==> src/rtl/core_host_seq.sv <==
// Host-side sequencer: loads data memory from a byte stream, holds then releases
// the core, times its run until Done (or timeout), and drains a result window.
module core_host_seq #(
    parameter int unsigned LOAD_BASE = 0,
    parameter int unsigned LOAD_LEN  = 64,
    parameter int unsigned RES_BASE  = 64,
    parameter int unsigned RES_LEN   = 32,
    parameter int unsigned RST_CYC   = 2,
    parameter int unsigned TIMEOUT   = 16'hFFFF
) (
    input  logic        Clk,
    input  logic        Reset,
    input  logic        start,
    output logic        busy,
    output logic        finished,
    output logic        timeout_err,
    output logic [15:0] cycles,
    input  logic        in_valid,
    input  logic [7:0]  in_data,
    output logic        in_ready,
    output logic        out_valid,
    output logic [7:0]  out_data,
    input  logic        out_ready,
    output logic        core_rst,
    input  logic        core_done,
    output logic        mem_own,
    output logic [7:0]  mem_addr,
    output logic [7:0]  mem_wdata,
    output logic        mem_wr_en,
    output logic        mem_rd_en,
    input  logic [7:0]  mem_rdata
);

    typedef enum logic [2:0] {
        S_IDLE,
        S_LOAD,
        S_RST,
        S_RUN,
        S_DRAIN,
        S_DONE
    } state_t;

    state_t      state_q, state_d;
    logic [15:0] idx_q, idx_d;
    logic [15:0] ridx_q, ridx_d;
    logic [15:0] rst_cnt_q, rst_cnt_d;
    logic [15:0] cycles_q, cycles_d;
    logic        terr_q, terr_d;
    logic [16:0] cyc_inc;

    always_ff @(posedge Clk or posedge Reset) begin
        if (Reset) begin
            state_q   <= S_IDLE;
            idx_q     <= '0;
            ridx_q    <= '0;
            rst_cnt_q <= '0;
            cycles_q  <= '0;
            terr_q    <= 1'b0;
        end else begin
            state_q   <= state_d;
            idx_q     <= idx_d;
            ridx_q    <= ridx_d;
            rst_cnt_q <= rst_cnt_d;
            cycles_q  <= cycles_d;
            terr_q    <= terr_d;
        end
    end

    // 17-bit increment so the TIMEOUT compare cannot alias on 16-bit wrap
    assign cyc_inc = {1'b0, cycles_q} + 17'd1;

    always_comb begin
        state_d   = state_q;
        idx_d     = idx_q;
        ridx_d    = ridx_q;
        rst_cnt_d = '0;
        cycles_d  = cycles_q;
        terr_d    = terr_q;
        busy      = 1'b0;
        finished  = 1'b0;
        in_ready  = 1'b0;
        out_valid = 1'b0;
        out_data  = '0;
        core_rst  = 1'b1;
        mem_own   = 1'b1;
        mem_addr  = '0;
        mem_rd_en = 1'b0;

        case (state_q)
            S_IDLE, S_DONE: begin
                finished = (state_q == S_DONE);
                if (start) begin
                    idx_d    = '0;
                    cycles_d = '0;
                    terr_d   = 1'b0;
                    state_d  = (LOAD_LEN == 0) ? S_RST : S_LOAD;
                end
            end
            S_LOAD: begin
                busy     = 1'b1;
                in_ready = 1'b1;
                mem_addr = 8'(LOAD_BASE) + idx_q[7:0];
                if (in_valid) begin
                    idx_d = idx_q + 16'd1;
                    if (idx_q == 16'(LOAD_LEN - 1)) state_d = S_RST;
                end
            end
            S_RST: begin
                busy = 1'b1;
                if (rst_cnt_q == 16'(RST_CYC - 1)) state_d = S_RUN;
                else rst_cnt_d = rst_cnt_q + 16'd1;
            end
            S_RUN: begin
                busy     = 1'b1;
                core_rst = 1'b0;
                mem_own  = 1'b0;
                cycles_d = cyc_inc[15:0];
                ridx_d   = '0;
                if (core_done) begin
                    state_d = (RES_LEN == 0) ? S_DONE : S_DRAIN;
                end else if (cyc_inc == 17'(TIMEOUT)) begin
                    terr_d  = 1'b1;
                    state_d = (RES_LEN == 0) ? S_DONE : S_DRAIN;
                end
            end
            S_DRAIN: begin
                busy      = 1'b1;
                out_valid = 1'b1;
                mem_rd_en = 1'b1;
                mem_addr  = 8'(RES_BASE) + ridx_q[7:0];
                out_data  = mem_rdata;
                if (out_ready) begin
                    ridx_d = ridx_q + 16'd1;
                    if (ridx_q == 16'(RES_LEN - 1)) state_d = S_DONE;
                end
            end
            default: state_d = S_IDLE;
        endcase
    end

    assign mem_wr_en   = in_valid & in_ready;
    assign mem_wdata   = in_data;
    assign cycles      = cycles_q;
    assign timeout_err = terr_q;

endmodule

==> config.mk <==
export PLATFORM = sky130hd
export DESIGN_NAME = core_host_seq
export DESIGN_NICKNAME = d
export VERILOG_FILES = /design/src/rtl/core_host_seq.sv
export SDC_FILE = /design/constraint.sdc
export NUM_CORES = 1
export LEC_CHECK = 0
export ABC_AREA = 0
export ABC_CLOCK_PERIOD_IN_PS = 3700
export CAP_MARGIN = 20
export CORE_UTILIZATION = 29
export CTS_CLUSTER_SIZE = 28
export DETAILED_ROUTE_END_ITERATION = 8
export PLACE_DENSITY = 0.6
export SLEW_MARGIN = 15
export SYNTH_ARGS = -nofsm -noshare
export SYNTH_HDL_FRONTEND = slang
export SYNTH_SLANG_ARGS = --single-unit
==> constraint.sdc <==
create_clock -name Clk -period 3.7 [get_ports Clk]
set_input_delay 0.37 -clock Clk [delete_from_list [all_inputs] [get_ports Clk]]
set_output_delay 0.37 -clock Clk [all_outputs]
set_load 0.01 [all_outputs]
# [Word level (Yosys, flattened, before mapping)]
# Cells that the tools add are included.
[totals] out_inout_bits=49 ff_bits=68 word_cells=69 input_bits=22
[classes] n_eq_ne=18 add_sub_neg=5 n_reduce_logical=11 n_mux=28 bitwise=1
[ops] operator="16-bit case mux with 2 select lines" n=3
[ops] operator="16-bit two-way mux" n=5
[ops] operator="16-bit by 1-bit adder with 16-bit output, second input constant" n=3
[ops] operator="3-bit two-way mux" n=8
[ops] operator="16-bit by 1-bit adder with 17-bit output, second input constant" n=1
[ops] operator="17-bit by 16-bit equality test with 1-bit output, second input constant" n=1
[ops] operator="16-bit by 1-bit equality test with 1-bit output, second input constant" n=1
[ops] operator="16-bit by 5-bit equality test with 1-bit output, second input constant" n=1
[ops] operator="16-bit by 6-bit equality test with 1-bit output, second input constant" n=1
[ops] operator="2-bit inequality test, second input constant" n=8
[ops] operator="8-bit case mux with 2 select lines" n=1
[ops] operator="3-bit case mux with 5 select lines" n=1
[ops] operator="7-bit by 8-bit adder with 8-bit output, first input constant" n=1
[ops] operator="1-bit two-way mux" n=8
[ops] operator="8-bit two-way mux" n=1
[ops] operator="7-bit AND reduction" n=1
[ops] operator="3-bit by 2-bit equality test with 1-bit output, second input constant" n=2
[ops] operator="3-bit equality test, second input constant" n=2
[ops] operator="2-bit nonzero test" n=3
[ops] operator="2-bit AND reduction" n=2
[ops] operator="4-bit AND reduction" n=1
[ops] operator="4-bit OR reduction" n=1
[ops] operator="3-bit by 1-bit equality test with 1-bit output, second input constant" n=1
[ops] operator="3-bit logical NOT" n=1
[ops] operator="5 further kinds" n=5

# [Depth between registers and ports, before layout]
# Gate-level depths: netlist (run 1).
[depth] depth_word=5 mapped_depth=8 mapped_depth_nobuf=7

# [Worst setup path before layout (run 1)]
# No wires, ideal clock.
[synth_timing] path_kind="register -> register" start="reg cycles_q[0] (netlist: cycles[0])" end="reg state_q[2]" t_arrival_ns=2.017 synth_period_minus_slack_ns=2.082 path_stages_with_launch=7 setup_ns=0.065 path_slack_ns=1.618 path_cell_list="dfrtp_1 -> ha_1 -> and3_1 -> a32oi_1 -> o32a_1 -> a2111oi_4 -> o221a_2"
[synth_between] elab_chain_cells=4
[synth_rtl] item="from (decl)" line_no="47" text="logic [15:0] cycles_q, cycles_d;"
[synth_rtl] item="from (signal assigned)" line_no="64" text="cycles_q <= cycles_d;"
[synth_rtl] item="16-bit by 1-bit adder with 17-bit output" line_no="70" text="assign cyc_inc = {1'b0, cycles_q} + 17'd1;"
[synth_rtl] item="17-bit by 16-bit equality test with 1-bit output" line_no="121" text="end else if (cyc_inc == 17'(TIMEOUT)) begin"
[synth_rtl] item="3-bit inequality test (no line)"
[synth_rtl] item="7-bit AND reduction (no line)"
[synth_rtl] item="to (signal assigned)" line_no="60" text="state_q <= state_d;"
[synth_rtl] item="to (decl)" line_no="43" text="state_t state_q, state_d;"
# No other way between the ends.
# A chain may end at the register's enable or synchronous reset.

# [Final worst setup path (run 1)]
[layout_timing] start="reg state_q[1]" end="out mem_addr[7]"
[layout_between] elab_chain_cells=2
[layout_rtl] item="3-bit equality test / 3-bit by 1-bit equality test with 1-bit output (equally long branches)" line_no="89" text="case (state_q)"
[layout_rtl] item="8-bit case mux with 2 select lines (*)" line_no="89"
[layout_rtl] item="to (decl)" line_no="27" text="output logic [7:0] mem_addr,"
# Mark *: on every way between the ends. The rest lies on a longest branch, timed or not.

==> out/results.ini, run 1 <==
[global_routing]
grt_max_degree=69
antenna_found_initial=0
grt_first_pass_wirelength_mm=16.84
grt_pass1_vias=3361
grt.overflow.total=0
track_usage=0.1480

[outcome]
outcome=finished clean

[synth]
synth_top_area_frac=0.4220
synthXorXnorAreaFrac=0.08253
yosysMostFrequentCell=dfrtp_1
yosysWarnings=0
yosysTopAreaCell=dfrtp_1
synth_mux_area_frac=0.007757
synth_edf_count=0
yosys.area_share.adder=0.02482
ys_seq_area_frac=0.4220
synth_async_sr_flop_share=1.000
synth_common_cells=dfrtp_1 (68), nor2_1 (50), o21ai_0 (39)
synth-compound-area-share=0.1303
synth_top_family_by_area=simple AND/OR/NAND/NOR gates
ys_ff_latch=68
yosys.area_share.simple=0.2684
syn_area_um2=4033
synth.area.top_cells=dfrtp_1 (42%), xnor2_1 (6.3%), o21ai_0 (4.8%), nor2_1 (4.7%), nand3_1 (3.5%)
syn_nets=485
syn_avg_cell_area_um2=8.863
ys_types=52
yosys_most_used_dff=dfrtp_1
syn_inst=455

[pwr]
p_sw_uw=965.5
clock_power_share=0.340
power_leakage_uw=0.001973
pwr-share-seq=0.366
p_comb_frac=0.295
p_sw_frac=0.3486
p_int_uw=1804
vdd_drop_max_uv=238.4
total_power_uw=2769
p_per_area_nw_per_um2=559.4

[min_path]
holdPathStages=1
hp-class=flip-flop to flip-flop

[placement]
gp_congestion=0.8252
place_ws_ps=898.5
numPortBuffers=54
place_area_um2=4624
hpwl_mm=6.898

[setup_path]
reg2regPathDepth=5
worstSetupEndpointType=output pin
cp.depth=4
critical_path_class=flip-flop to output pin
critPathBufInv=1
crit_arrival_ps=2770
cp_cell_sequence=nor2_1 -> and2_1 -> a22o_1 -> clkdlybuf4s50_1
required_ps=3330
slowest_delay_ps=600
crit_slowest_cell=nor2_1
path_delay_family=simple AND/OR/NAND/NOR gates
crit_fanout=20
cp-start-kind=flip-flop

[routing]
vias_per_cell=5.181
drt_iter0_markers=142
vias=3461
drc=0
wl_per_cell_um=14.97
ant_nets=0
finalWirelength_mm=10.00
drtPass1Iterations=4

[timing]
setup_viol=0
max_freq_mhz=318.7
slew-limit-headroom=0.3946
rsz0062_at_grt=no
finalHoldViolCount=0
fin_crit_ps=3138
worstMarginPinSlew_ps=901.1
drv_slew=0
finClkSkew_ps=4.914
finalSetupTns_ps=0
period_share=0.8480
setup_slack_ps=562.3

[clocking]
clkLatencyLatePin_ps=330
cts_resized=0
root_buffer=clkbuf_16
cts_tree=yes
cts_setup_buffers=0
cts_hold_repair.buffers=0
numCtsBuffers=9
clk_pin_slew_worst_paths_ps=60
h-tree-depth=3
cts.sinks=68
clk_path_buf_depth=2

[cells_and_area]
final_util=0.3695
finish.instance_area_um2=4951
drive_gt1_frac=0.06707
final_nets=517
area_delta_synth_final_pct=22.77
diodes=0

[floorplan]
core-area_um2=13400
die_x_um=119.9
start_util=0.3009
fp.dieH_um=119.9
rows=42
io_pins=71
dieArea_um2=14380

[job]
drv_cap=0

-- sequential cells by signal, summed over array words and instances, names as in the netlist --
register     count
state_q          3
idx_q           16
rst_cnt_q       16
cycles          16
ridx_q          16
timeout_err      1
-- cells by family (layout without fill, tap and decap cells) --
family          Yosys count  in the layout
flops                    68             68
xor+xnor                 38             38
buf+inv                  53             90
simple gates            204            204
compound gates           81             81
mux                       3              3
fa+ha+maj                 8              8
-- power by group through the flow --
stage	Combinational, uW	Sequential (uW)	Clock [uW]
6_report	816	1010	941
5_1_grt	906	1040	991
4_1_cts	830	1010	965
3_5_place_dp	824	1020	0
3_3_place_gp	817	1020	0
2_1_floorplan	599	937	0
-- cell type report --
| type | instances | area (um2) |
|---|---|---|
| clock buffer | 10 | 239.0 |
| tap | 176 | 220.2 |
| clock inverter | 6 | 87.58 |
| sequential | 68 | 1702 |
| timing repair buffer | 58 | 570.5 |
| multi-input combinational | 334 | 2072 |
| inverter | 16 | 60.06 |
| fill | 1371 | 8449 |
-- cell usage in the layout, fill, tap and decap left out, types with 2 or more instances in the layout --
master	count
dfrtp_1	68
clkdlybuf4s50_1	54
nor2_1	50
o21ai_0	39
nand2_1	31
xnor2_1	29
nand3_1	28
and3_1	18
nand4_1	15
inv_1	14
nor4_1	14
nor3_1	12
a21oi_1	12
xor2_1	9
a22o_1	9
clkbuf_16	9
or3_1	8
ha_1	8
a31oi_1	5
and4_1	4
nor3b_1	4
buf_4	4
or2_2	3
nor4b_1	3
o31ai_1	3
and3b_1	2
inv_2	2
and2_1	2
nand4b_1	2
nor2b_1	2
mux2i_1	2
bufinv_16	2
clkinv_4	2
clkinv_2	2
-- worst reg2reg max path: cells and delay by family (launching register included) --
family / cells / cell delay, ps
flip-flops: 1 / 580
AND/OR/NAND/NOR: 2 / 1090
AO/OA/AOI/OAI: 3 / 610
-- per-stage QoR --
stage | hold slack, ps | instances
4_1_cts | 530.9 | 668
2_1_floorplan | 499.4 | 455
6_report | 527.7 | 668
5_1_grt | 576.9 | 668
3_5_place_dp | 519.3 | 652
3_3_place_gp | 512.9 | 652
-- routing by layer --
| metal | GRT usage | up-vias | wire length [um] |
|---|---|---|---|
| li1 | - | 1674 | - |
| met1 | 0.1946 | 1685 | 4658 |
| met2 | 0.2335 | 94 | 4661 |
| met3 | 0.04135 | 8 | 560 |
| met4 | 0.04766 | 0 | 121 |
| met5 | 0 | - | 0 |
-- final timing paths --
kind	start	slack, ps	endpoint
max in group asynchronous	Reset	2510	rst_cnt_q[2]
setup reg to reg	state_q[1]	1270	state_q[1]
hold reg to reg	cycles[15]	530	cycles[15]
setup / recovery	state_q[1]	560	mem_addr[7]
hold / removal	cycles[15]	530	cycles[15]
min in group asynchronous	Reset	610	cycles[9]
(Power assumes the default switching activity.)
==> inputs of run 2 (changes only) <==
Settings changed: ABC_CLOCK_PERIOD_IN_PS 3700 to 2750, PLACE_DENSITY 0.6 to 0.62.
Clock period 3.7 ns to 2.75 ns, I/O delays scaled along.
==> out/results.ini, run 2 (synthesis gave the netlist of run 1 again) <==
[timing]
drv_slew=0  ; unchanged
setup_viol=0  ; unchanged
finalHoldViolCount=0  ; unchanged
fin_crit_ps=2474
finalSetupTns_ps=0  ; unchanged
max_freq_mhz=404.2
period_share=0.8997
worstMarginPinSlew_ps=673.5  ; -227.6 ps
rsz0062_at_grt=no
slew-limit-headroom=0.5503  ; +0.1557
hold_ws_ps=367.5  ; -160.2 ps
finClkSkew_ps=6.003  ; +1.089 ps

[setup_path]
critPathBufInv=1  ; unchanged
path_delay_family=simple AND/OR/NAND/NOR gates
cp.depth=4  ; unchanged
crit_arrival_ps=2200  ; -570 ps
reg2regPathDepth=6  ; +1
required_ps=2480  ; -850 ps
critical_path_class=flip-flop to output pin
crit_slowest_cell=clkdlybuf4s50_1
reg2reg_from=cycles[0]
crit_fanout=11  ; -45%
worstSetupEndpointType=output pin
cp-start-kind=flip-flop
slowest_delay_ps=550  ; -50 ps
cp_cell_sequence=nor2_1 -> and2_1 -> a22o_1 -> clkdlybuf4s50_1
crit_start=state_q[0]

[placement]
numPortBuffers=54  ; unchanged
hpwl_mm=7.087  ; +2.7%
gp_congestion=0.8333  ; +0.98%

[routing]
finalWirelength_mm=9.643  ; -3.6%
drtPass1Iterations=6  ; +2
vias_per_cell=5.164  ; -0.33%
drt_iter0_markers=186  ; +31%
wl_per_cell_um=14.26  ; -4.7%
vias=3491  ; +0.87%
drc=0  ; unchanged
ant_nets=0  ; unchanged

[clocking]
cts_resized=0  ; unchanged
cts.sinks=68  ; unchanged
h-tree-depth=3  ; unchanged
clk_pin_slew_worst_paths_ps=60  ; about the same
cts_setup_buffers=0  ; unchanged
clk_path_buf_depth=2  ; unchanged
numCtsBuffers=9  ; unchanged
root_buffer=clkbuf_16
cts_tree=yes
cts_hold_repair.buffers=0  ; unchanged
clkLatencyLatePin_ps=340  ; about the same

[global_routing]
grt_max_degree=32  ; -54%
grt_first_pass_wirelength_mm=16.22  ; -3.7%
grt.overflow.total=0  ; unchanged
antenna_found_initial=0  ; unchanged
track_usage=0.1422  ; -0.005778
grt_pass1_vias=3361  ; unchanged

[pwr]
p_sw_uw=1325  ; +37%
clock_power_share=0.329  ; -0.011
p_sw_frac=0.3497  ; +0.001048
vdd_drop_max_uv=318.3  ; +33%
power_leakage_uw=0.002011  ; +1.9%
pwr-share-seq=0.349  ; -0.017
p_per_area_nw_per_um2=754.6  ; +35%
p_comb_frac=0.322  ; +0.027
total_power_uw=3789  ; +37%
p_int_uw=2464  ; +37%

[min_path]
hp-class=input pin to async pin

[cells_and_area]
final_common_cell=dfrtp_1
nFillCells=1332  ; -2.8%
final_nets=525  ; +1.5%
drive_gt1_frac=0.08200  ; +0.01493
diodes=0  ; unchanged
layout_common_cells=dfrtp_1 (68), clkdlybuf4s50_1 (54), nor2_1 (50)
final_util=0.3747  ; +0.005229
area_delta_synth_final_pct=24.51

[floorplan]
io_pins=71  ; unchanged
rows=42  ; unchanged
die_x_um=119.9  ; unchanged
start_util=0.3009  ; unchanged
dieArea_um2=14380  ; unchanged
fp.dieH_um=119.9  ; unchanged
core-area_um2=13400  ; unchanged

[outcome]
outcome=finished clean

[job]
drv_cap=0  ; unchanged

run 2: changes by cell type in the layout (fill, tap and decap cells not counted):
cell | before | now
buf_4 | 4 | 11
clkinv_2 | 2 | 1
buf_12 | 0 | 1
inv_6 | 0 | 2
clkinv_4 | 2 | 1
clkbuf_8 | 1 | 0
clkinvlp_4 | 0 | 1
run 2: layout make-up:
class,instances,area (um2),area share
multi-input combinational,334,2072,0.4127
sequential,68,1702,0.3389
timing repair buffer,66,643.1,0.1281
clock buffer,9,225.2,0.04485
tap,176,220.2,0.04386
clock inverter,7,98.84,0.01969
inverter,16,60.06,0.01196
run 2: power groups by stage:
| stage | Combinational (uW) | Sequential [uW] | Clock [uW] |
|---|---|---|---|
| after floorplan | 806 | 1260 | 0 |
| after global placement | 1200 | 1330 | 0 |
| after detailed placement | 1220 | 1340 | 0 |
| after CTS | 1230 | 1320 | 1280 |
| after global routing | 1350 | 1350 | 1310 |
| final | 1220 | 1320 | 1250 |
run 2: final timing paths:
| check | end | slack [ps] |
|---|---|---|
| min in group Clk | cycles[15] | 510 |
| min reg2reg | cycles[15] | 510 |
| max reg2reg | state_q[2] | 400 |
| max | mem_addr[1] | 280 |
| max in group asynchronous | ridx_q[3] | 1700 |
| min | rst_cnt_q[14] | 370 |
run 2: routing by layer:
| metal | global-route usage | up-vias | share of wire |
|---|---|---|---|
| li1 | - | 1699 | - |
| met1 | 0.1853 | 1676 | 0.46 |
| met2 | 0.2216 | 102 | 0.46 |
| met3 | 0.03755 | 14 | 0.065 |
| met4 | 0.05938 | 0 | 0.018 |
| met5 | 0 | - | 0 |
run 2: worst register-to-register path: stages, from the launching register on:
cell	delay [ps]
dfrtp_1	500
ha_1	330
and3_1	290
a32oi_1	120
o32a_1	330
a2111oi_4	450
o221a_2	260
run 2: through the flow:
stage	instance area (um2)	instances	setup slack, ps
finish	5021	676	275.9
global route	5021	676	108.7
CTS	5021	676	267.7
detailed placement	4697	660	416.1
global placement	4697	660	426.9
floorplan	4033	455	668.1
==> inputs of run 3 (changes only) <==
Settings changed: CTS_CLUSTER_DIAMETER set to 150, SLEW_MARGIN 15 to 20.
==> results of run 3 <==
No change in the layout: final DEF, timing and power equal those of run 2.
